--- src/rtl/store_buffer_pkg.sv ---
// Shared types for the store buffer: entry layout, byte-enable constants and drain FSM encoding.
// Entries hold a zero-extended word address so one struct serves any ADDR_W up to MAX_ADDR_W.
package store_buffer_pkg;

    localparam int MAX_ADDR_W = 32;
    localparam int WADDR_W    = MAX_ADDR_W - 2;

    localparam logic [3:0] BE_WORD = 4'b1111;
    localparam logic [3:0] BE_NONE = 4'b0000;

    typedef struct packed {
        logic [WADDR_W-1:0] waddr;
        logic [31:0]        data;
        logic [3:0]         be;
    } sb_entry_t;

    typedef enum logic {
        ST_IDLE = 1'b0,
        ST_REQ  = 1'b1
    } drain_state_t;

    // Overwrite only the byte lanes selected by be.
    function automatic logic [31:0] merge_lanes(input logic [31:0] old_data,
                                                input logic [31:0] new_data,
                                                input logic [3:0]  be);
        logic [31:0] res;
        res = old_data;
        for (int i = 0; i < 4; i++) begin
            if (be[i]) res[8*i +: 8] = new_data[8*i +: 8];
        end
        return res;
    endfunction

endpackage

--- src/rtl/store_buffer_sb_forward.sv ---
// Combinational load forwarding: per byte lane, picks the youngest valid entry matching the load word.
module sb_forward
    import store_buffer_pkg::*;
#(
    parameter int DEPTH = 4,
    parameter int PTR_W = 2
) (
    input  sb_entry_t          entries [DEPTH],
    input  logic [DEPTH-1:0]   valid,
    input  logic [PTR_W-1:0]   head,
    input  logic [WADDR_W-1:0] ld_waddr,
    input  logic [3:0]         ld_be,
    output logic [31:0]        ld_data,
    output logic               ld_hit,
    output logic               ld_stall
);

    logic [3:0] found;

    // Walk oldest to youngest so a younger match overrides an older one lane by lane.
    always_comb begin
        logic [PTR_W-1:0] idx;
        // NOTE: every combinational output gets a default first so no path can infer a latch.
        ld_data = '0;
        found   = BE_NONE;
        idx     = head;
        for (int k = 0; k < DEPTH; k++) begin
            idx = head + PTR_W'(k);
            if (valid[idx] && entries[idx].waddr == ld_waddr) begin
                for (int i = 0; i < 4; i++) begin
                    if (ld_be[i] && entries[idx].be[i]) begin
                        found[i]          = 1'b1;
                        ld_data[8*i +: 8] = entries[idx].data[8*i +: 8];
                    end
                end
            end
        end
    end

    assign ld_hit   = (ld_be != BE_NONE) && (found == ld_be);
    assign ld_stall = (found != BE_NONE) && (found != ld_be);

endmodule

--- src/rtl/store_buffer.sv ---
// Store buffer between MEM stage and data memory: FIFO of lane-aligned stores drained by req/ack.
// Define STORE_MERGE_EN to merge a same-word push into the youngest entry instead of allocating.
module store_buffer
    import store_buffer_pkg::*;
#(
    parameter int DEPTH  = 4,
    parameter int ADDR_W = 32
) (
    input  logic              clk,
    input  logic              reset_n,
    input  logic              st_valid,
    input  logic [ADDR_W-1:0] st_addr,
    input  logic [31:0]       st_wdata,
    input  logic [3:0]        st_be,
    output logic              st_ready,
    input  logic [ADDR_W-1:0] ld_addr,
    input  logic [3:0]        ld_be,
    output logic [31:0]       ld_data,
    output logic              ld_hit,
    output logic              ld_stall,
    output logic              mem_req,
    output logic [ADDR_W-1:0] mem_addr,
    output logic [31:0]       mem_wdata,
    output logic [3:0]        mem_be,
    input  logic              mem_ack
);

    localparam int PTR_W = $clog2(DEPTH);
    localparam int CNT_W = PTR_W + 1;

    sb_entry_t          entries [DEPTH];
    logic [DEPTH-1:0]   valid;
    logic [PTR_W-1:0]   head, tail, youngest;
    logic [CNT_W-1:0]   count, count_next;
    drain_state_t       state, state_next;
    logic [WADDR_W-1:0] st_waddr, ld_waddr;
    logic               push_fire, merge, alloc, pop;
    logic               unused_addr_bits;

    assign st_waddr         = WADDR_W'(st_addr[ADDR_W-1:2]);
    assign ld_waddr         = WADDR_W'(ld_addr[ADDR_W-1:2]);
    assign unused_addr_bits = ^{st_addr[1:0], ld_addr[1:0]};

    assign st_ready  = (count < CNT_W'(DEPTH));
    assign push_fire = st_valid && st_ready && (st_be != BE_NONE);
    assign youngest  = tail - PTR_W'(1);
    assign pop       = (state == ST_REQ) && mem_ack;

`ifdef STORE_MERGE_EN
    // The head is frozen while it is being offered to memory, so it never absorbs a merge then.
    assign merge = push_fire && (count != '0)
                && (entries[youngest].waddr == st_waddr)
                && !((state == ST_REQ) && (count == CNT_W'(1)));
`else
    assign merge = 1'b0;
`endif

    assign alloc      = push_fire && !merge;
    assign count_next = count + CNT_W'(alloc) - CNT_W'(pop);

    always_comb begin
        state_next = state;
        case (state)
            ST_IDLE: if (count != '0) state_next = ST_REQ;
            ST_REQ:  if (pop && count_next == '0) state_next = ST_IDLE;
            default: state_next = ST_IDLE;
        endcase
    end

    always_ff @(posedge clk or negedge reset_n) begin
        if (!reset_n) begin
            state <= ST_IDLE;
            head  <= '0;
            tail  <= '0;
            count <= '0;
            valid <= '0;
        end else begin
            // NOTE: all state updates use non-blocking assignment so every read sees pre-edge values.
            state <= state_next;
            count <= count_next;
            if (pop) begin
                valid[head] <= 1'b0;
                head        <= head + PTR_W'(1);
            end
            if (alloc) begin
                valid[tail] <= 1'b1;
                tail        <= tail + PTR_W'(1);
            end
        end
    end

    // NOTE: entry payload is not reset; the valid vector and the FSM gate every use of it.
    always_ff @(posedge clk) begin
        if (alloc) begin
            entries[tail] <= '{waddr: st_waddr, data: st_wdata, be: st_be};
        end else if (merge) begin
            entries[youngest].data <= merge_lanes(entries[youngest].data, st_wdata, st_be);
            entries[youngest].be   <= entries[youngest].be | st_be;
        end
    end

    assign mem_req   = (state == ST_REQ);
    assign mem_addr  = mem_req ? {entries[head].waddr[ADDR_W-3:0], 2'b00} : '0;
    assign mem_wdata = mem_req ? entries[head].data : '0;
    assign mem_be    = mem_req ? entries[head].be   : BE_NONE;

    sb_forward #(
        .DEPTH (DEPTH),
        .PTR_W (PTR_W)
    ) u_forward (
        .entries  (entries),
        .valid    (valid),
        .head     (head),
        .ld_waddr (ld_waddr),
        .ld_be    (ld_be),
        .ld_data  (ld_data),
        .ld_hit   (ld_hit),
        .ld_stall (ld_stall)
    );

endmodule

--- config.mk ---
export PLATFORM = sky130hd
export DESIGN_NAME = store_buffer
export DESIGN_NICKNAME = d
export VERILOG_FILES = /design/src/rtl/store_buffer_pkg.sv /design/src/rtl/store_buffer_sb_forward.sv /design/src/rtl/store_buffer.sv
export SDC_FILE = /design/constraint.sdc
export NUM_CORES = 1
export LEC_CHECK = 0
export CORE_MARGIN = 2
export CORE_UTILIZATION = 50
export DETAILED_ROUTE_END_ITERATION = 6
export GPL_TIMING_DRIVEN = 0
export PLACE_DENSITY = 0.82
export SYNTH_ARGS = -nofsm -noshare
export SYNTH_HDL_FRONTEND = slang
export SYNTH_SLANG_ARGS = --single-unit
--- constraint.sdc ---
create_clock -name clk -period 6.5 [get_ports clk]
set_input_delay 1.3 -clock clk [delete_from_list [all_inputs] [get_ports clk]]
set_output_delay 1.3 -clock clk [all_outputs]
set_load 0.02 [all_outputs]
# After elaboration in Yosys (flattened, before gate mapping)
# Index checks and enable logic that the tools add are counted.
# totals
ff_bits	276
inputBits	108
out_inout_bits	104
elab_cells	161
# op_classes
addsub	6
n_lt_le_gt_ge	14
eq_ne	6
mux	75
n_bitwise	9
n_reduce_logical	34
# op_table
operator	n
2-to-1 mux 66 bit	9
binary-select mux 66 bit (select 2 bit)	4
bitwise mux 264 bit	1
2-to-1 mux 32 bit	6
demux 66 bit (select 2 bit)	1
2-to-1 mux 8 bit	16
== test 30 bit	4
logical AND 1 bit	29
2-to-1 mux 4 bit	7
2-to-1 mux 1 bit	24
>= comparator 3 bit (second input constant)	5
< comparator 2 x 3 -> 1 bit (second input constant)	5
inverter 2 -> 3 bit	5
nonzero test 4 bit	3
binary-select mux 1 bit (select 2 bit)	4
adder 2 x 1 -> 2 bit (second input constant)	2
adder 2 bit (second input constant)	2
bitwise AND 4 bit	1
demux 1 bit (select 2 bit)	2
== test 4 bit	1
>= comparator 2 x 1 -> 1 bit (second input constant)	2
inequality test 4 bit	1
inverter 4 bit	1
OR 4 bit	1
8 further kinds	8

# Depth between registers and ports, before layout
# Gate-level depths: netlist of run 1.
# logic_depth
word_depth	15
mapped_depth	24
ltp_nobuf	12

# Hierarchy
# A second synthesis of run 1 with hierarchy kept.
# unflattened
cells_unflattened	1662
area_unflattened_um2	19915.4
# by_module_without_submodules
mod	n_inst	cells_each	area_per_inst_um2	seq_area_each_um2
store_buffer	1	479	10680.2	8227.9
sb_forward	1	1183	9235.1	0.0

# Worst setup path before layout of run 1
# Ideal clock, no wire load.
# synth_timing
kind	reg-to-output
startpoint	register head[1]
endpoint	output ld_data[0]
arrival_ns	5.654
required_ns	5.200
path_slack_ns	-0.454
stages_incl_launch_ff	24
cell_sequence	dfrtp_1 -> buf_4 -> buf_4 -> buf_4 -> buf_4 -> buf_4 -> buf_2 -> clkbuf_1 -> clkbuf_1 -> inv_1 -> ha_1 -> buf_6 -> buf_6 -> buf_2 -> buf_4 -> mux2i_1 -> o22ai_1 -> a222oi_1 -> o2111ai_2 -> or3_1 -> clkbuf_1 -> nand3_2 -> nor2_1 -> nor3_1
# synth_between
elab_chain_cells	13
# synth_lines
element	line_no	rtl
from (decl)	store_buffer.sv:33	logic [PTR_W-1:0] head, tail, youngest;
from (signal assigned)	store_buffer.sv:83	head <= head + PTR_W'(1);
branches (longest 12 deep; another with adder 2 x 1 -> 2 bit)	-	
2-to-1 mux 32 bit (*)	store_buffer_sb_forward.sv:29	if (valid[idx] && entries[idx].waddr == ld_waddr) begin
to (decl)	store_buffer.sv:18	output logic [31:0] ld_data,
# Every way passes the cells marked *. The select of a mux whose other input is x is not followed.

# Final worst setup path of run 1
# layout_timing
startpoint	register head[1]
endpoint	output ld_hit
# layout_between
elab_chain_cells	15
# layout_lines
element	line_no	rtl
branches (longest 12 deep; another with adder 2 x 1 -> 2 bit)	-	
2-to-1 mux 4 bit (*)	store_buffer_sb_forward.sv:29	
== test 4 bit (*)	store_buffer_sb_forward.sv:40	assign ld_hit = (ld_be != BE_NONE) && (found == ld_be);
logical AND 1 bit (*)	store_buffer_sb_forward.sv:40	
to (decl)	store_buffer.sv:19	output logic ld_hit,
# Marks and branches as above.

==> results of run 1 <==
## synth_stat cells, types with 14 or more instances
cell | number | area, µm²
xnor2_1 | 83 | 727.0
xor2_1 | 24 | 210.2
a221oi_1 | 40 | 350.3
buf_2 | 25 | 125.1
inv_1 | 19 | 71.32
nand4_1 | 17 | 106.4
nor3_1 | 22 | 110.1
edfxtp_1 | 264 | 7928
nand2_1 | 54 | 202.7
nor2_1 | 68 | 255.2
clkbuf_1 | 53 | 198.9
o22ai_1 | 24 | 150.1
mux2i_1 | 102 | 1021
o21ai_0 | 16 | 80.08
buf_4 | 14 | 105.1
mux4_2 | 215 | 4842
and2_1 | 68 | 425.4
## state kept, by name, summed over array words and instances, names as in the netlist
signal	count
count	3
head	2
tail	2
valid	4
entries	264
mem_req	1
## power by group
| group | total (mW) | internal (mW) | switching, mW |
|---|---|---|---|
| logic | 8.84 | 4.12 | 4.72 |
| registers | 2.47 | 2.24 | 0.228 |
| clock network | 1.82 | 1.06 | 0.756 |
## layer usage
metal  wire, µm  share of wire, %
met5         11             0.015
met4       4117               5.7
met3       9671                13
met2      33040                46
met1      25640                35
## critical path, delay by kind of cell (launching register included)
kind	cells	cell delay (ps)
compound gates	4	1580
xor+xnor	1	440
buf+inv	7	1150
flops	1	400
mux	1	420
simple gates	3	840
## through the flow
step / worst slack (ps) / cells
3_5_place_dp: -2763 / 2008
3_3_place_gp: -2762 / 2004
4_1_cts: -299.1 / 2121
2_1_floorplan: 24.15 / 1309
5_1_grt: -238.2 / 2158
6_report: -269.9 / 2161
## repair_timing
action,CTS,global route
setup buffers,63,43
hold buffers,0,0
setup endpoints to repair,43,43
gates resized for setup,346,75
pin swaps,54,50
## cell type report
cell class,count,area share [%]
Buffer,106,3.337
Multi-Input combinational cell,898,44.22
Tap cell,511,2.592
Inverter,20,0.3651
Antenna cell,4,0.04057
Clock buffer,42,3.687
Clock inverter,13,0.6339
Sequential cell,276,33.35
Timing Repair Buffer,291,11.78
## cell usage in the layout, fill, tap and decap left out, types with 7 or more instances in the layout
| cell | netlist | final |
|---|---|---|
| a21oi_1 | 9 | 9 |
| a221oi_1 | 40 | 9 |
| a221oi_2 | 0 | 19 |
| a221oi_4 | 0 | 12 |
| and2_1 | 68 | 64 |
| and3_1 | 7 | 7 |
| buf_1 | 12 | 10 |
| buf_12 | 4 | 29 |
| buf_2 | 25 | 17 |
| buf_4 | 14 | 98 |
| buf_6 | 7 | 40 |
| clkbuf_1 | 53 | 46 |
| clkbuf_16 | 0 | 33 |
| clkdlybuf4s50_1 | 0 | 150 |
| dfrtp_1 | 12 | 12 |
| edfxtp_1 | 264 | 264 |
| ha_1 | 10 | 9 |
| inv_1 | 19 | 18 |
| mux2_2 | 10 | 10 |
| mux2i_1 | 102 | 96 |
| mux4_2 | 215 | 217 |
| nand2_1 | 54 | 54 |
| nand3_1 | 10 | 8 |
| nand4_1 | 17 | 17 |
| nor2_1 | 68 | 47 |
| nor2_2 | 0 | 16 |
| nor3_2 | 3 | 16 |
| o21ai_0 | 16 | 14 |
| o22ai_1 | 24 | 22 |
| xnor2_1 | 83 | 76 |
| xor2_1 | 24 | 24 |
## cell families after synthesis
family | count (synthesis) | share of synthesized area, %
compound gates | 152 | 6.793
xor+xnor | 107 | 4.949
fa+ha+maj | 11 | 0.7665
buf+inv | 135 | 3.740
flops | 276 | 43.45
mux | 331 | 31.95
other cells | 1 | 0.01980
simple gates | 295 | 8.326
## how the worst min path moves through the flow
stage               depth (start not counted)  slack (ps)      from        to
global placement                            2         500  count[0]   mem_req
CTS                                         2         520  count[0]   mem_req
floorplan                                   2         470  count[0]   mem_req
finish                                      1         540  count[0]  count[0]
detailed placement                          2         510  count[0]   mem_req
global route                                1         550  count[0]  count[0]
==> reports/metrics.yaml, run 1 <==
critical_path:
  startpoint_type: "flip-flop"
  reg2reg_depth: 16
  cpPeakStageDelay_ps: 590
  crit_path_frequent_cell: "buf_12"
  cp_data_arrival_time_ps: 5470
  cp.required_ps: 5200
  critical_path_class: "flip-flop to output port"
  worstPathMaxFanout: 10
  crit_path_end_kind: "output port"
  r2r_slack_ps: 2830
  worstSetupStartpoint: "head[1]"
  regToRegStartpoint: "head[0]"
  endpoint: "ld_hit"
  cpMaxStageDelayCell: "a2111oi_4"
  crit_path_cell_trace: "buf_12 -> buf_12 -> buf_12 -> buf_4 -> buf_4 -> buf_2 -> mux4_2 -> xnor2_1 -> nand4_1 -> a2111oi_4 -> nand4_1 -> o21ai_0 -> nor3_2 -> a2111oi_4 -> o41a_2 -> buf_6"
  timing.rr.end: "head[1]"
clocking:
  clock_path_buffers: 3
  h-tree-depth: 1
  numCtsBuffers: 30
  cts-root-buf: "clkbuf_16"
  clock_latency_ps: 620
  cts.sinks: 276
  cts_tree: "built"
  path_clk_slew_ps: 70
die:
  start_util_pct: 50.51
  die_y_um: 198.6
  die_x_um: 198.6
  num_rows: 71
  die_area_um2: 39440
  ioPinCount: 212
  core-area_um2: 37490
grt:
  grt.total_usage_pct: 35.39
  top_usage_layer: "met2"
  use_met1_pct: 48.78
  grt_pass1_wl_mm: 100.3
  grt_start_max_net_pins: 48
  use_met2_pct: 54.22
  grt_pass1_vias: 14846
  antenna_found_initial: 3
  gr-total-overflow: 0
  grt_use_met3_pct: 8.477
synthesis:
  syn_avg_cell_area_um2: 14.48
  ys.flop_type: "edfxtp_1"
  netlist_area_um2: 18940
  yosysUniqueCellTypes: 79
  synth-edff-count: 264
  postSynthCellCount: 1308
  synth_seq_cells: 276
  async_reset_ff_share_pct: 4.348
  yosysWarningCount: 0
  ys_seq_area_share_pct: 43.45
placement:
  placedInstanceArea_um2: 21670
  hpwl_mm: 47.44
  io_buffers: 184
  routabilityCongestion: 1.008
timing:
  setup_ws_ps: -269.9
  maxSlewHeadroom_pct: 22.78
  setup_viol: 34
  post-route-period-util_pct: 104.2
  setup_tns_ps: -5882
  hold_viol: 0
  hold_slack_ps: 542.7
  tightest_slew_ps: 1158
  slew_violations: 0
  fin_worst_skew_ps: 41.47
  min_period_ps: 6770
  fmax_mhz: 147.7
  rsz0062_at_grt: "true"
power:
  ir_worst_vdd_mv: 0.3346
  report.power.total_mw: 13.12
  p_per_area_nw_per_um2: 531.9
  p_leak_nw: 8.398
cells_and_area:
  fin_nets: 1742
  drive_gt1_share_pct: 36.76
  multiInputGateArea_um2: 10910
  final_cell_area_um2: 24670
  area_growth_pct: 30.29
  fin_util_pct: 65.81
  n_fill_cell: 2523
  seq_area_um2: 8228
job:
  drv_cap: 0
min_path:
  hp-class: "flip-flop to flip-flop"
outcome:
  run_status: "finished with violations"
  failed_checks: "setup timing"
routing:
  ant_nets: 0
  dr.pass1.iters: 6
  drt_iter0_drc: 2224
  drc: 0
  routed_via_density: 7.177
  num_vias: 15510
  avgRoutedWirePerCell_um: 33.54
  totalWireLength_mm: 72.48
Power figures use the tool's default switching activity.
==> run 2, diff against run 1 <==
SLEW_MARGIN = 15   (was default)
==> run 2 against run 1 <==
Via count increased by 0.71%; power decreased by 0.57%; worst hold slack about the same; design area is 0.49% higher; maximum frequency rose by 1.3%; the run still ends with setup timing left; sequential share of layout area fell by 0.16 points; clock skew decreased by 22 ps; sequential cell count did not move; core utilization up 0.32 points; largest power group unchanged.
==> reports/metrics.yaml, run 2 (synthesis results as in run 1) <==
grt:
  grt.total_usage_pct: 35.98  # +0.58 points
  grt_pass1_vias: 15035  # +1.3%
  gr-total-overflow: 0  # unchanged
  grt_start_max_net_pins: 47  # -2.1%
  antenna_found_initial: 4  # +1
  grt_pass1_wl_mm: 101.9  # +1.6%
power:
  p_leak_nw: 8.409  # +0.12%
  ir_worst_vdd_mv: 0.2765  # -17%
  p_per_area_nw_per_um2: 526.3  # -1.1%
  report.power.total_mw: 13.05  # -0.57%
critical_path:
  crit_path_end_kind: "output port"
  endpoint: "ld_hit"
  cp_data_arrival_time_ps: 5380  # -90 ps
  worstPathMaxFanout: 7  # -3
  regToRegStartpoint: "head[0]"
  critical_path_class: "flip-flop to output port"
  startpoint_type: "flip-flop"
  timing.rr.end: "head[1]"
  cp.required_ps: 5200  # about the same
  reg2reg_depth: 16  # unchanged
  worstSetupStartpoint: "head[0]"
  r2r_slack_ps: 2700  # -130 ps
clocking:
  cts.sinks: 276  # unchanged
  path_clk_slew_ps: 60  # about the same
  cts_hold_buf: 0  # unchanged
  numCtsBuffers: 30  # unchanged
  h-tree-depth: 1  # unchanged
  clock_latency_ps: 610  # about the same
  cts-root-buf: "clkbuf_16"
  clock_path_buffers: 3  # unchanged
  cts_tree: "built"
placement:
  routabilityCongestion: 1.008  # unchanged
  dp.cells: 2008  # unchanged
  io_buffers: 184  # unchanged
  pre_cts_ws_ps: -2780  # -16.58 ps
  hpwl_mm: 47.76  # +0.66%
die:
  num_rows: 71  # unchanged
  ioPinCount: 212  # unchanged
  die_y_um: 198.6  # unchanged
  core-area_um2: 37490  # unchanged
  die_area_um2: 39440  # unchanged
  die_x_um: 198.6  # unchanged
  start_util_pct: 50.51  # unchanged
routing:
  totalWireLength_mm: 72.64  # +0.22%
  drc: 0  # unchanged
  num_vias: 15620  # +0.71%
  avgRoutedWirePerCell_um: 33.47  # -0.20%
  drt_iter0_drc: 2278  # +2.4%
  routed_via_density: 7.198  # +0.29%
  wl_met2_mm: 32.97  # -0.20%
  wl_met1_mm: 25.82  # +0.68%
  ant_nets: 0  # unchanged
  dr.pass1.iters: 6  # unchanged
  top_layer: "met5"
  wl_met3_mm: 9.297  # -3.9%
timing:
  hold_viol: 0  # unchanged
  fmax_mhz: 149.7  # +1.3%
  rsz0062_at_grt: "true"
  setup_ws_ps: -181.4  # +88.50 ps
  fin_worst_skew_ps: 19.31  # -22.17 ps
  hold_slack_ps: 543.0  # +0.2890 ps
  post-route-period-util_pct: 102.8  # -1.4 points
  maxSlewHeadroom_pct: 21.06  # -1.7 points
  min_period_ps: 6681  # -88.50 ps
  tightest_slew_ps: 1184  # +25.84 ps
  setup_viol: 25  # -26%
  slew_violations: 0  # unchanged
job:
  drv_cap: 0  # unchanged
cells_and_area:
  top_register: "entries"
  final_common_cell: "edfxtp_1"
  largest_register_ffs: 264  # unchanged
  fin_nets: 1756  # +0.80%
  final_cells: 2170  # +0.42%
  reg_top3: "entries (264), valid (4), count (3)"
  fin_util_pct: 66.13  # +0.32 points
  drive_gt1_share_pct: 38.10  # +1.3 points
  final_cell_mix: "264 x edfxtp_1, 216 x mux4_2, 150 x clkdlybuf4s50_1, 97 x buf_4, 95 x mux2i_1"
  area_growth_pct: 30.93
min_path:
  hp-class: "flip-flop to flip-flop"
outcome:
  failed_checks: "setup timing"
  run_status: "finished with violations"
==> run 2: layout make-up <==
type	instances	area, µm²
clock buffers	36	804.5
multi-input cells	898	11010
inverters	20	95.09
fillers	2538	12700
diodes	3	7.507
plain buffers	105	800.8
flip-flops and latches	276	8228
well taps	511	639.4
clock inverters	15	131.4
repair buffers	306	3077
==> run 2: power breakdown <==
group | leakage [nW] | total, mW | switching (mW) | internal [mW]
Clock | 0.458 | 1.67 | 0.752 | 0.919
Sequential | 2.54 | 2.47 | 0.228 | 2.24
Combinational | 5.41 | 8.91 | 4.75 | 4.16
Total | 8.41 | 13.0 | 5.73 | 7.32
==> run 2: timing repair <==
item                       CTS  global route
buffers inserted            78            43
setup endpoints to repair   43            43
gates cloned                 2             1
resized for setup          378            91
pin swaps                   51            66
==> run 2: critical path, cell delays in order, from the launching register on <==
cell and delay, ps:
dfrtp_1 400, buf_12 140, buf_12 120, inv_8 30
buf_8 120, buf_12 120, buf_12 120, ha_4 300
buf_12 160, buf_12 140, mux4_2 570, xnor2_4 270
nand4_1 290, nor4_2 400, nand4_1 170, buf_6 170
nor3_4 220, buf_6 140, nor3_2 50, a2111oi_4 380
buf_4 190, o41a_4 140, buf_6 110
==> run 2: worst min path at each step <==
stage | startpoint | to | cells past startpoint
2_1_floorplan | count[0] | mem_req | 2
3_3_place_gp | count[0] | mem_req | 2
3_5_place_dp | count[0] | mem_req | 2
4_1_cts | count[0] | mem_req | 2
5_1_grt | count[0] | mem_req | 2
6_report | count[0] | mem_req | 2
==> run 2: stage by stage <==
stage          setup TNS [ps]  area, µm²
5_1_grt                 -3897      24790
4_1_cts                 -8943      24140
3_3_place_gp           -89810      21550
6_report                -1272      24790
2_1_floorplan               0      19070
3_5_place_dp           -89490      21670
==> run 2: routing by layer <==
metal | track usage [%] | up-vias
met4 | 15.73 | 4
li1 | - | 6032
met1 | 48.91 | 7839
met5 | 1.277 | -
met3 | 8.460 | 335
met2 | 55.59 | 1410
==> run 3, diff against run 2 <==
CAP_MARGIN = 20   (was default)
==> run 3 against run 2 <==
The flow finishes with violations (DRC, setup timing); clock power rose by 9%; setup slack worse by 66 ps; largest power group unchanged; wire length shrank 2.5%; combinational power down 2.6%; core utilization shrank 0.68 points; count of clock-buffer cells in the layout up 2; maximum frequency shrank 0.97%; sequential power about the same; critical path depth shrank 6; sequential share of layout area is 0.35 points higher.
==> reports/metrics.yaml, run 3 (synthesis results as in run 1) <==
outcome:
  run_status: "finished with violations"
  failed_checks: "DRC, setup timing"
routing:
  totalWireLength_mm: 70.83  # -2.5%
  ant_nets: 0  # unchanged
  avgRoutedWirePerCell_um: 32.97  # -1.5%
  drt_iter0_drc: 1941  # -15%
  drc: 2  # +2
  num_vias: 15364  # -1.6%
  routed_via_density: 7.153  # -0.63%
  dr.pass1.iters: 7  # +1
grt:
  grt.total_usage_pct: 34.81  # -1.2 points
  top_usage_layer: "met2"
  antenna_found_initial: 3  # -1
  use_met2_pct: 53.89  # -1.7 points
  grt_use_met3_pct: 7.901  # -0.56 points
  grt_start_max_net_pins: 47  # unchanged
  use_met1_pct: 47.62  # -1.3 points
  grt_pass1_vias: 14885  # -1.0%
  gr-total-overflow: 0  # unchanged
  grt_pass1_wl_mm: 99.27  # -2.6%
timing:
  min_period_ps: 6747  # +65.66 ps
  setup_tns_ps: -2310  # -1038 ps
  maxSlewHeadroom_pct: 25.62  # +4.6 points
  hold_viol: 0  # unchanged
  tightest_slew_ps: 1116  # -68.47 ps
  setup_ws_ps: -247.1  # -65.65 ps
  post-route-period-util_pct: 103.8  # +1.0 points
  slew_violations: 0  # unchanged
  fmax_mhz: 148.2  # -0.97%
  hold_slack_ps: 549.7  # +6.689 ps
  fin_worst_skew_ps: 18.81  # -0.4983 ps
  rsz0062_at_grt: "true"
  setup_viol: 28  # +12%
placement:
  io_buffers: 184  # unchanged
  hpwl_mm: 47.75  # about the same
  routabilityCongestion: 1.008  # unchanged
  dp.cells: 2009  # +0.050%
  placedInstanceArea_um2: 21670  # about the same
die:
  die_y_um: 198.6  # unchanged
  num_rows: 71  # unchanged
  start_util_pct: 50.51  # unchanged
  die_area_um2: 39440  # unchanged
  die_x_um: 198.6  # unchanged
  ioPinCount: 212  # unchanged
  core-area_um2: 37490  # unchanged
clocking:
  cts.sinks: 276  # unchanged
  h-tree-depth: 1  # unchanged
  cts_tree: "built"
  numCtsBuffers: 30  # unchanged
  cts_hold_buf: 0  # unchanged
  clock_latency_ps: 600  # about the same
  cts-root-buf: "clkbuf_16"
  path_clk_slew_ps: 60  # about the same
  clock_path_buffers: 3  # unchanged
critical_path:
  cp_num_buf_inv: 7  # -5
  crit_path_cell_trace: "buf_12 -> buf_12 -> buf_12 -> buf_4 -> buf_2 -> buf_2 -> mux4_2 -> nand2_1 -> o21ai_0 -> nor4_2 -> nand4_1 -> o21ai_0 -> nor3_2 -> a2111oi_4 -> o41a_2 -> buf_6"
  crit_path_frequent_cell: "buf_12"
  startpoint_type: "flip-flop"
  cp_data_arrival_time_ps: 5450  # +70 ps
  crit_path_end_kind: "output port"
  cpMaxStageDelayCell: "nor4_2"
  cp.required_ps: 5200  # about the same
  path_delay_family: "buffers and inverters"
  critical_path_class: "flip-flop to output port"
  cpPeakStageDelay_ps: 600  # +30 ps
  worstPathMaxFanout: 10  # +3
cells_and_area:
  n_fill_cell: 2563  # +0.99%
  final_cell_area_um2: 24540  # -1.0%
  drive_gt1_share_pct: 36.40  # -1.7 points
  fin_nets: 1728  # -1.6%
  top_register: "entries"
  seq_area_um2: 8228  # unchanged
  area_growth_pct: 29.58
  final_common_cell: "edfxtp_1"
  reg_top3: "entries (264), valid (4), count (3)"
  final_cells: 2148  # -1.0%
  largest_register_ffs: 264  # unchanged
  multiInputGateArea_um2: 10910  # -0.93%
  final_cell_mix: "264 x edfxtp_1, 216 x mux4_2, 150 x clkdlybuf4s50_1, 96 x mux2i_1, 83 x buf_4"
power:
  ir_worst_vdd_mv: 0.2766  # about the same
  p_leak_nw: 8.331  # -0.93%
  p_per_area_nw_per_um2: 528.5  # +0.42%
job:
  drv_cap: 0  # unchanged
min_path:
  hp-class: "flip-flop to flip-flop"
run 3: area by class of cell:
class / count / area share (%)
multi-input cells: 898 / 44.45
flip-flops and latches: 276 / 33.53
repair buffers: 277 / 11.32
clock buffers: 38 / 3.570
plain buffers: 106 / 3.335
well taps: 511 / 2.606
clock inverters: 17 / 0.7649
inverters: 20 / 0.3672
diodes: 5 / 0.05099
run 3: stage by stage:
stage	utilization [%]	worst slack, ps	power (mW)
2_1_floorplan	-	24.15	7.469
3_3_place_gp	57.48	-2762	9.908
3_5_place_dp	57.82	-2771	10.01
4_1_cts	63.67	-243.0	12.46
5_1_grt	65.43	-275.2	13.30
6_report	65.45	-247.1	12.97
run 3: path summary, 6_finish.rpt:
check	slack, ps	start	depth (start not counted)	endpoint
hold reg to reg	550	count[0]	2	mem_req
setup reg to reg	2740	head[0]	17	head[1]
min in group asynchronous	1080	reset_n	1	tail[1]
hold / removal	550	count[0]	2	mem_req
max in group asynchronous	5040	reset_n	1	head[1]
setup / recovery	-250	head[1]	16	ld_hit
run 3: tightest hold or removal path: stages, from the launching register on:
cell	delay (ps)
dfrtp_1	370
nor4_1	50
nor2_1	90
run 3: layer usage:
| metal | wire (µm) | vias to the layer above |
|---|---|---|
| met2 | 32300 | 1374 |
| li1 | - | 5978 |
| met4 | 4005 | 0 |
| met1 | 25530 | 7706 |
| met3 | 8989 | 306 |
| met5 | 0 | - |
run 3: power breakdown:
part	leakage, nW	switching [mW]	internal [mW]
clock	0.522	0.746	1.07
sequential	2.54	0.224	2.24
combinational	5.27	4.64	4.05
run 3: repair_timing:
action                     4_1_cts  5_1_grt
setup endpoints to repair       44       43
cloned                           0        0
buffers inserted                52       36
pin swaps                       42       46
hold endpoints to repair         0        0
gates resized for setup        329       85
==> patch 1 (config.mk and constraints of run 3) <==
The option `STORE_MERGE_EN` is turned on by a define.
--- a/src/rtl/store_buffer.sv
+++ b/src/rtl/store_buffer.sv
@@ -2,2 +2,4 @@
 // Define STORE_MERGE_EN to merge a same-word push into the youngest entry instead of allocating.
+`define STORE_MERGE_EN
+
 module store_buffer
Function: not settled (the Yosys comparison gave no result); the edit may change what the design does.
==> patch 1 against run 3 <==
  * The run ends with negative setup slack left
  * Synthesized area up 25%
  * Global-route usage up 6.2 points
  * Sequential cell count unchanged
  * Via count up 43%
  * Synthesized cell count up 50%
  * Clock skew up 0.015 ns
  * Routed wire length up 45%
  * Power up 27%
  * Final area up 20%
  * Count of clock-buffer cells in the layout up 7
  * Fmax up 0.74%
  * Critical path depth unchanged
  * Register-to-register slack worse by 2.6 ns
  * Worst setup slack better by 0.050 ns
  * Critical endpoint is now ld_stall
  * Highest routed layer is now met5
==> patch 1: results (changes against run 3) <==
run_status:
  outcome: "finished with violations"  # unchanged
  violations: "negative setup slack"  # was design-rule violations, negative setup slack
sta:
  fin_worst_skew_ns: 0.0334  # was 0.0188 ns
  postLayoutSetupSlackWorst_ns: -0.197  # was -0.247 ns
  setup_viol: 26  # was 28
  worstMarginPinSlew_ns: 1.07  # was 1.12 ns
  fin_tns_setup_ns: -1.58  # was -2.31 ns
  holdWs_ns: 0.560  # was 0.550 ns
power_and_ir_drop:
  ir_worst_vdd_mv: 0.260  # was 0.277 mV
  p_switching_uw: 7720  # was 5610 uW
  p_leak_uw: 0.0106  # was 0.00833 uW
placement:
  place_congestion: 1.07  # was 1.01
  place_area_um2: 26400  # was 21700 um^2
  placed_cells: 2768  # was 2009
  hpwl_um: 72600  # was 47800 um
  dp_slack_ns: -3.81  # was -2.77 ns
route:
  wirelength_um: 103000  # was 70800 um
  firstDrtPassIters: 6  # was 7
  drt_iter0_markers: 4389  # was 1941
  post_drt_wl_per_cell_um: 35.4  # was 33.0 um
  num_vias: 22000  # was 15400
  drc: 0  # was 2
synthesis:
  synth.avg_cell_area_um2: 12.0  # was 14.5 um^2
  yosysUniqueCellTypes: 73  # was 79
  synth_common_cells: "272 x mux4_2, 264 x edfxtp_1, 209 x nand2_1"  # was 264 x edfxtp_1, 215 x mux4_2, 102 x mux2i_1
  syn_area_um2: 23600  # was 18900 um^2
  synthTopCellsByArea: "edfxtp_1 34%, mux4_2 26%, mux2i_1 6.3%, xnor2_1 4.1%, and3_1 3.4%"  # was edfxtp_1 42%, mux4_2 26%, mux2i_1 5.4%, xnor2_1 3.8%, and2_1 2.2%
clocking:
  cts_made_buffers: 34  # was 30
  cts_setup_buffers: 54  # was 52
  cts_resized: 375  # was 329
  ctsHtreeMaxLevel: 2  # was 1
setup_path:
  slowest_stage: "nor4_4"  # was nor4_2
  rr_worst_depth: 24  # was 17
  critPathMaxStageDelay_ns: 0.51  # was 0.60 ns
  r2r_start: "tail[0]"  # was head[0]
  reg2reg_to: "mem_req"  # was head[1]
cells_and_area:
  final-nonclk-buf-share_pct: 13.8  # was 14.7%
  clock_tree_area_fraction_pct: 3.60  # was 4.33%
  fillers: 3415  # was 2563
  multi_input_cells: 1467  # was 898
  clkbuf_count: 45  # was 38
  nets: 2396  # was 1728
  buffers_excl_clock: 467  # was 383
  areaGrowthSynthToFinish_pct: 24.5  # was 29.6%
  multi_input_area_share_pct: 51.5  # was 44.5%
  n_antenna_cell: 3  # was 5
global_routing:
  grt_pass1_vias: 21300  # was 14900
  grt_max_degree: 40  # was 47
==> patch 1: cell count changes in the layout (fill, tap and decap cells not counted), moves of 13 or more <==
| cell | delta |
|---|---|
| mux2i_1 | +40 |
| nor3_2 | -13 |
| clkbuf_1 | +49 |
| mux4_2 | +56 |
| o221a_2 | +13 |
| and3_1 | +123 |
| o2bb2ai_1 | +15 |
| nor2_2 | -16 |
| a221oi_2 | -21 |
| o21ai_0 | +129 |
| nand2_1 | +149 |
| xnor2_1 | +22 |
| a221o_1 | +16 |
| nor2_1 | -19 |
==> patch 1: metal layers <==
metal	up-vias	wire length, um	GRT usage [%]
met2	2379	43600	59.3
met3	472	17300	15.1
met5	-	11	0
li1	8437	-	-
met4	2	6730	20.8
met1	10800	35200	54.4
==> patch 1: cell families (layout without fill, tap and decap cells) <==
logic type,after synthesis,count (layout),share of synthesized area [%]
other,1,5,0.0159
buffers and inverters,225,557,4.43
AND/OR/NAND/NOR,537,537,11.8
multiplexers,434,434,33.2
flip-flops,276,276,34.9
XOR/XNOR,148,148,5.49
AO/OA/AOI/OAI,334,334,9.51
adder cells (fa/ha/maj),12,12,0.668
==> patch 1: power groups by stage <==
stage	clock [uW]	combinational [uW]	sequential [uW]
2_1_floorplan	0	6640	2600
3_3_place_gp	0	9940	2700
3_5_place_dp	0	10100	2710
4_1_cts	1870	11000	2680
5_1_grt	1930	12000	2730
6_report	1890	11800	2710
==> patch 1: worst max path at each step <==
stage / endpoint / slack (ns) / cells past startpoint
floorplan: entries[0] / -0.31 / 18
global placement: entries[26] / -5.24 / 17
detailed placement: mem_req / -3.81 / 26
CTS: ld_hit / -0.44 / 26
global route: ld_stall / -0.22 / 19
finish: ld_stall / -0.20 / 16
==> patch 2 (flow settings as in run 3) <==
Made on the original files. Make the reset (`reset_n`) synchronous in one clocked block.
--- a/src/rtl/store_buffer.sv
+++ b/src/rtl/store_buffer.sv
@@ -69,3 +69,3 @@
 
-    always_ff @(posedge clk or negedge reset_n) begin
+    always_ff @(posedge clk) begin
         if (!reset_n) begin
Function: not settled (the Yosys comparison gave no result); the edit may change what the design does.
==> patch 2 against run 3 <==
  * Die area decreased by 4.6%
  * Non-clock buffer count fell by 45
  * Clock skew down 0.0095 ns
  * Routed wire length down 9.5%
  * Sequential cell count unchanged
  * Highest routed layer unchanged
  * Global-route usage is 1.7 points lower
  * Register-to-register slack gained 0.08 ns
  * Count of clock-buffer cells in the layout shrank 2
  * Synthesized area fell by 4.7%
  * Final area is 8.1% lower
  * Synthesized cell count rose by 8.6%
  * The flow finishes with violations (negative setup slack)
  * Worst setup slack improved by 0.22 ns
Power is not compared: it rests on default switching activity, and its combinational part moved more than twofold at a synthesized area within 25%.
==> patch 2: results (changes against run 3) <==
sta:
  setup_viol: 1  # was 28
  postLayoutSetupSlackWorst_ns: -0.0306  # was -0.247 ns
  worstMarginPinSlew_ns: 0.929  # was 1.12 ns
  fin_worst_skew_ns: 0.00932  # was 0.0188 ns
die:
  nWellTaps: 461  # was 511
synthesis:
  synthesis.instances: 1421  # was 1308
  synth_compound_area_share_pct: 9.82  # was 6.79%
  yosysUniqueCellTypes: 75  # was 79
  synthMuxAreaShare_pct: 24.9  # was 32.0%
  synth_common_cells: "264 x edfxtp_1, 130 x mux2i_1, 119 x mux4_2"  # was 264 x edfxtp_1, 215 x mux4_2, 102 x mux2i_1
  ys_seq_area_share_pct: 45.3  # was 43.5%
  synthAdderAreaFrac_pct: 0.804  # was 0.766%
  synthArstFlopShare_pct: 0  # was 4.35%
  synth_xor_area_share_pct: 5.63  # was 4.95%
  synthTopCellsByArea: "edfxtp_1 44%, mux4_2 15%, mux2i_1 7.2%, xnor2_1 4.0%, mux2_2 2.3%"  # was edfxtp_1 42%, mux4_2 26%, mux2i_1 5.4%, xnor2_1 3.8%, and2_1 2.2%
setup_path:
  cp.arrival_ns: 5.23  # was 5.45 ns
  r2r_setup_slack_ns: 2.82  # was 2.74 ns
  critPathMaxStageDelay_ns: 0.70  # was 0.60 ns
  r2r_start: "head[0]"  # unchanged
  reg2reg_to: "head[1]"  # unchanged
  rr_worst_depth: 15  # was 17
  slowest_stage: "clkdlybuf4s50_1"  # was nor4_2
  critPathCapture: "mem_addr[5]"  # was ld_hit
  crit_path_start: "head[1]"  # unchanged
cells_and_area:
  fillers: 2621  # was 2563
  buffers_excl_clock: 338  # was 383
  stdcell_count: 2160  # was 2148
  multi_input_area_share_pct: 42.8  # was 44.5%
  n_antenna_cell: 4  # was 5
  inverters: 25  # was 20
  final-nonclk-buf-share_pct: 13.3  # was 14.7%
  seq_area_share_pct: 36.2  # was 33.5%
  multi_input_cells: 1002  # was 898
  areaGrowthSynthToFinish_pct: 25.0  # was 29.6%
  clock_tree_area_fraction_pct: 4.67  # was 4.33%
  nets: 1791  # was 1728
  clkbuf_count: 36  # was 38
  drive_gt1_share_pct: 24.1  # was 36.4%
worst_hold_path:
  min_to: "valid[1]"  # was mem_req
  min-delay-start: "valid[1]"  # was count[0]
clocking:
  cts_made_buffers: 29  # was 30
  cts_resized: 213  # was 329
  cts_setup_buffers: 24  # was 52
  cts_hold_buf: 0  # unchanged
route:
  drt_iter0_markers: 1777  # was 1941
  num_vias: 14800  # was 15400
  post_drt_wl_per_cell_um: 29.7  # was 33.0 um
global_routing:
  grt.total_usage_pct: 33.1  # was 34.8%
  grt_pass1_wl_um: 93500  # was 99300 um
placement:
  placed_cells: 2073  # was 2009
  place_area_um2: 20600  # was 21700 um^2
  io_buffers: 185  # was 184
  hpwl_um: 45300  # was 47800 um
run_status:
  outcome: "finished with violations"  # unchanged
  violations: "negative setup slack"  # was design-rule violations, negative setup slack
## patch 2: changes by cell type after synthesis, moves of 12 or more
cell / before / now
dfrtp_1: 12 / 0
a2111oi_0: 1 / 16
o21ai_0: 16 / 54
nand2_1: 54 / 78
nor2_1: 68 / 55
mux2_2: 10 / 37
mux2i_1: 102 / 130
nor2b_1: 6 / 32
a211oi_1: 2 / 31
a221oi_1: 40 / 13
mux4_2: 215 / 119
a21oi_1: 9 / 63
dfxtp_1: 0 / 12
## patch 2: routing by layer
layer | wire length, um | vias to the layer above | GRT usage, %
met5 | 0 | - | 0
met4 | 2680 | 0 | 12.2
met3 | 7670 | 212 | 7.58
met2 | 29500 | 1143 | 52.3
met1 | 24200 | 7340 | 45.0
li1 | - | 6108 | -
## patch 2: critical path: cells and delay by family, from the launching register on
family                 cells  cell delay (ns)
AOI/OAI and AO/OA          1             0.40
buffers and inverters     10             3.78
DFF                        1             0.34
and+or+nand+nor            1             0.09
